$ cat config.mk
export PLATFORM = sky130hd
export DESIGN_NAME = wind_lights
export DESIGN_NICKNAME = d
export VERILOG_FILES = /design/src/rtl/wind_lights.sv
export SDC_FILE = /design/constraint.sdc
export NUM_CORES = 1
export LEC_CHECK = 0
export CORE_AREA = 3 3 40 42
export CTS_BUF_LIST = sky130_fd_sc_hd__clkbuf_4
export CTS_CLUSTER_DIAMETER = 80
export DETAILED_ROUTE_END_ITERATION = 6
export DIE_AREA = 0 0 43 45
export PLACE_DENSITY = 0.7
export SYNTH_ARGS = -nofsm -noshare
export SYNTH_HDL_FRONTEND = slang
export SYNTH_SLANG_ARGS = --single-unit
$ cat constraint.sdc
create_clock -name clk -period 1.7 [get_ports clk]
set_input_delay 0.255 -clock clk [delete_from_list [all_inputs] [get_ports clk]]
set_output_delay 0.255 -clock clk [all_outputs]
set_load 0.01 [all_outputs]
$ cat src/rtl/wind_lights.sv
// Wind-direction light sequencer: a prescaler gates pattern steps, and the wind code
// sampled on each step selects calm alternation, a one-hot walk in either direction, or blank.
module wind_lights #(
  parameter int N        = 3,
  parameter int TICK_DIV = 1
) (
  input  logic         clk,
  input  logic         reset,
  input  logic [1:0]   wind,
  input  logic         hold,
  output logic [N-1:0] lights,
  output logic         step,
  output logic         invalid
);

  // mode      | meaning
  // MODE_CALM | alternate even/odd masks
  // MODE_R2L  | one-hot walking toward bit N-1
  // MODE_L2R  | one-hot walking toward bit 0
  // MODE_INV  | lights blank, invalid flagged
  // MODE_NONE | post-reset, matches no wind code
  typedef enum logic [2:0] {
    MODE_CALM = 3'd0,
    MODE_R2L  = 3'd1,
    MODE_L2R  = 3'd2,
    MODE_INV  = 3'd3,
    MODE_NONE = 3'd4
  } mode_t;

  localparam int            CW      = (TICK_DIV > 1) ? $clog2(TICK_DIV) : 1;
  localparam logic [CW-1:0] CNT_MAX = CW'(TICK_DIV - 1);

  function automatic logic [N-1:0] even_mask();
    logic [N-1:0] m;
    for (int i = 0; i < N; i++) m[i] = ~i[0];
    return m;
  endfunction

  localparam logic [N-1:0] EVEN  = even_mask();
  localparam logic [N-1:0] ODD   = ~EVEN;
  localparam logic [N-1:0] RIGHT = {{(N-1){1'b0}}, 1'b1};
  localparam logic [N-1:0] LEFT  = {1'b1, {(N-1){1'b0}}};

  function automatic logic [N-1:0] start_pattern(input mode_t m);
    case (m)
      MODE_CALM: return EVEN;
      MODE_R2L:  return RIGHT;
      MODE_L2R:  return LEFT;
      default:   return '0;
    endcase
  endfunction

  function automatic logic [N-1:0] next_pattern(input mode_t m, input logic [N-1:0] cur);
    case (m)
      MODE_CALM: return (cur == EVEN) ? ODD : EVEN;
      MODE_R2L:  return {cur[N-2:0], cur[N-1]};
      MODE_L2R:  return {cur[0], cur[N-1:1]};
      default:   return '0;
    endcase
  endfunction

  logic [CW-1:0] cnt_q, cnt_d;
  mode_t         mode_q, mode_d;
  logic [N-1:0]  lights_q, lights_d;
  logic          step_q, step_d;
  logic          invalid_q, invalid_d;
  logic          step_ev;
  mode_t         wind_mode;

  assign step_ev   = !hold && (cnt_q == CNT_MAX);
  assign wind_mode = mode_t'({1'b0, wind});

  always_ff @(posedge clk or posedge reset) begin
    if (reset) begin
      cnt_q     <= '0;
      mode_q    <= MODE_NONE;
      lights_q  <= '0;
      step_q    <= 1'b0;
      invalid_q <= 1'b0;
    end else begin
      cnt_q     <= cnt_d;
      mode_q    <= mode_d;
      lights_q  <= lights_d;
      step_q    <= step_d;
      invalid_q <= invalid_d;
    end
  end

  always_comb begin
    cnt_d     = cnt_q;
    mode_d    = mode_q;
    lights_d  = lights_q;
    invalid_d = invalid_q;
    step_d    = 1'b0;
    if (!hold) cnt_d = step_ev ? '0 : cnt_q + 1'b1;
    if (step_ev) begin
      step_d    = 1'b1;
      mode_d    = wind_mode;
      invalid_d = (wind_mode == MODE_INV);
      // A direction change restarts from the new mode's start pattern.
      if (wind_mode != mode_q) lights_d = start_pattern(wind_mode);
      else                     lights_d = next_pattern(mode_q, lights_q);
    end
  end

  assign lights  = lights_q;
  assign step    = step_q;
  assign invalid = invalid_q;

endmodule

==> reports/summary.md <==
The run finished with clean final reports. For the critical path required time, the log shows 1890 ps. The most used flip-flop cell after synthesis is dfrtp_1.

The post-synthesis async set-or-reset flop share is 1.00, and the CTS buffer count is 3. The congestion estimate from routability-driven global placement came to 0.739. The relative slew slack came out at 0.764.

The startpoint-to-endpoint class of the critical path was reg -> reg. The width of the die was 43 µm. The repair_antennas step left the layout with diodes totalling 0.

The core region area was 1280 µm². The tools report the total iterations of the first detailed-routing run as 4. The tools report the peak clock frequency supported by timing as 0.637 GHz. The flip-flop and latch count after synthesis is 9.

Slew at the pin with the worst max-slew slack: 353 ps. In the final routed layout, each cell accounts on average for 12.7 µm. After detailed routing, the number of remaining DRC violations is 0.

The longest clock path from root to sink contains 2 buffers. The initial antenna violation count was 0. Aggregate routed wire length: 1020 µm. Endpoint kind of the worst setup timing path: a flop.

On the worst path, the slowest cell contributes a delay of 530 ps. Input and output buffers added on the ports amount to 9. Relative to the synthesized area, the layout overhead comes to 33.5%.

The tools report the overall die area as 1940 µm². Using the TritonRoute via totals, the vias-per-cell ratio works out to 5.21. Synthesis produced a netlist whose cell count is 50.

The starting density of the core is 0.366, and the maximum number of pins on one net before global-route repair is 14. In this run the worst path has a maximum fanout of 6. The critical path data arrival time is 1760 ps, and the number of warnings printed during yosys synthesis is 0. Yosys mapped a number of flops with a built-in enable equal to 0. The total count of max-transition violations in the final report is 0, and the fraction of the mapped netlist area in adder cells is 0. The logs give 1 for the CTS H-tree depth and 0.000400 V for the peak supply drop. The class of the worst hold path is in -> async. The utilization of the core after routing is 0.489, and the clock latency at the later pin of the worst-skew pair is 260 ps. The tools report the kind of start point of the critical path as a flop.

Dividing total power by cell area gives a power density of 884 nW/µm². By area, the combinational part of the netlist is dominated by compound AO/OA/AOI/OAI gates. Across all register-to-register paths, the minimum setup slack is 130 ps. After the first detailed-routing iteration, the DRC count stood at 8. The synthesized-area fraction occupied by and/or/nand/nor cells is 0.205, and the clock input transition at the sequential cells of the worst setup and hold paths is 60 ps. The number of cells traversed by the worst register-to-register path came out at 4. Walking the worst path, the cells encountered are or4b_1, o22ai_2, o2111ai_1, a31oi_1. TritonCTS built the clock tree. Fraction of layout cells with a size suffix above 1: 0.185. The wire-length estimate of the detail-placed layout is 733 µm. Overall power consumption after layout is estimated at 556 µW. The post-route minimum period was 1570 ps; the sum of negative setup slack was 0 ps.

The floorplan step set the die height to 45 µm. The slowest stage of the critical path belongs to the cell or4b_1. The tree built by TritonCTS fans out to 9 sinks. Across the run, the number of max-cap violations was 0. Number of failing setup endpoints in the final timing report: 0.

Fraction of synthesized area in multiplexers: 0. The number of hold buffers added after CTS was 0. The post-synthesis share of cell area spent on xor and xnor gates was 0.0372; the worst setup skew after layout was 3.62 ps. For the post-detailed-route count of antenna-violating nets, the log shows 0. For the global-route usage over all layers, the log shows 0.123. Buffers added to address setup during post-CTS repair amount to 0. Setup repair after global routing left no endpoint under its margin.

The number of nets in the synthesized netlist is 55. The clock tree root buffer cell is clkbuf_4. Summing over every cut layer, the via total after detailed routing is 417. The portion of the post-synthesis area used by sequential elements came out at 0.481. The endpoint identified for the worst register-to-register timing path is lights[2]. Synthesis instantiated 26 different standard cells from the library. In this run the count of I/O pins placed on the die edge is 10. Synthesized area per cell: 9.41 µm². The run gives 13 as the site row count. The run gives 0 as the count of final hold-check violations. Summed over all cells, the static leakage comes to 0.283 nW. The fraction of the mapped netlist area in compound gates came out at 0.221.

In this run the critical register-to-register path is launched from mode_q[0]. The first global-routing pass estimated 1690 µm of wire. The period utilization was 0.923; the post-synthesis cell area was 470 µm².

Overflow left after global routing: 0. The logs give 71 for the layout net count and 0 for the count of cells resized by post-cts repair. The via count of the first global-routing pass was 398.
cells in the final DEF, fill, tap and decap left out, drive strengths merged, types with 2 or more instances in the layout:
cell type	n
a21o	2
a31oi	2
buf	4
clkbuf	4
clkdlybuf4s50	9
dfrtp	8
inv	4
nand2	4
nand3	2
nor2	4
nor2b	3
o21ai	5
where the power goes:
part	total [mW]	internal (mW)	leakage, nW	switching, mW
Sequential	0.250	0.230	0.110	0.0195
Clock	0.182	0.106	0.0184	0.0754
Combinational	0.124	0.0668	0.155	0.0570
Total	0.556	0.404	0.283	0.152
worst max-delay path by stage:
stage	startpoint	depth (start not counted)	slack, ps	end
2_1_floorplan	mode_q[0]	4	250	lights[2]
3_3_place_gp	wind[0]	5	-30	lights[2]
3_5_place_dp	wind[0]	5	-50	lights[2]
4_1_cts	mode_q[0]	4	120	lights[2]
5_1_grt	mode_q[0]	4	60	lights[0]
6_report	mode_q[0]	4	130	lights[2]
synthesized netlist by cell type (2+ instances only):
master / instances / share of area
nor2_1: 4 / 0.032
dfrtp_1: 8 / 0.43
o21ai_0: 4 / 0.043
nor2b_1: 3 / 0.040
inv_1: 4 / 0.032
nand3_1: 2 / 0.021
a31oi_1: 2 / 0.027
nand2_1: 4 / 0.032
a21o_1: 2 / 0.032
registers in the layout (all words and copies together), names as in the netlist:
register	count
invalid	1
lights	3
mode_q	3
step	1
cnt_q	1
stage by stage:
stage	instance area [µm²]	setup slack (ps)	cells	hold slack (ps)
after floorplan	470	246	50	82.2
after global placement	598	-25.2	76	480
after detailed placement	598	-54.0	76	496
after CTS	628	119	80	255
after global routing	628	59.1	80	282
final	628	130	80	251
per-layer routing:
metal,track usage,vias up,wire (µm)
li1,-,203,-
met1,0.160,193,498
met2,0.162,17,409
met3,0.0398,4,78
met4,0.108,0,32
met5,0,-,0
layout make-up:
class / instances / area, µm²
Fill cell: 123 / 657
Timing Repair Buffer: 13 / 120
Inverter: 4 / 15.0
Tap cell: 15 / 18.8
Sequential cell: 9 / 226
Clock buffer: 4 / 30.0
Multi-Input combinational cell: 35 / 218
cells by family (layout without fill, tap and decap cells):
family	after synthesis	count (layout)
buffers and inverters	6	21
XOR/XNOR	2	2
AND/OR/NAND/NOR	18	18
flip-flops	9	9
AO/OA/AOI/OAI	15	15
critical path, delay by kind of cell (launching register included):
| kind | cells | cell delay [ps] |
|---|---|---|
| and+or+nand+nor | 1 | 530 |
| DFF | 1 | 440 |
| AOI/OAI and AO/OA | 3 | 520 |
Note: power is estimated with default switching activity, not from simulation.
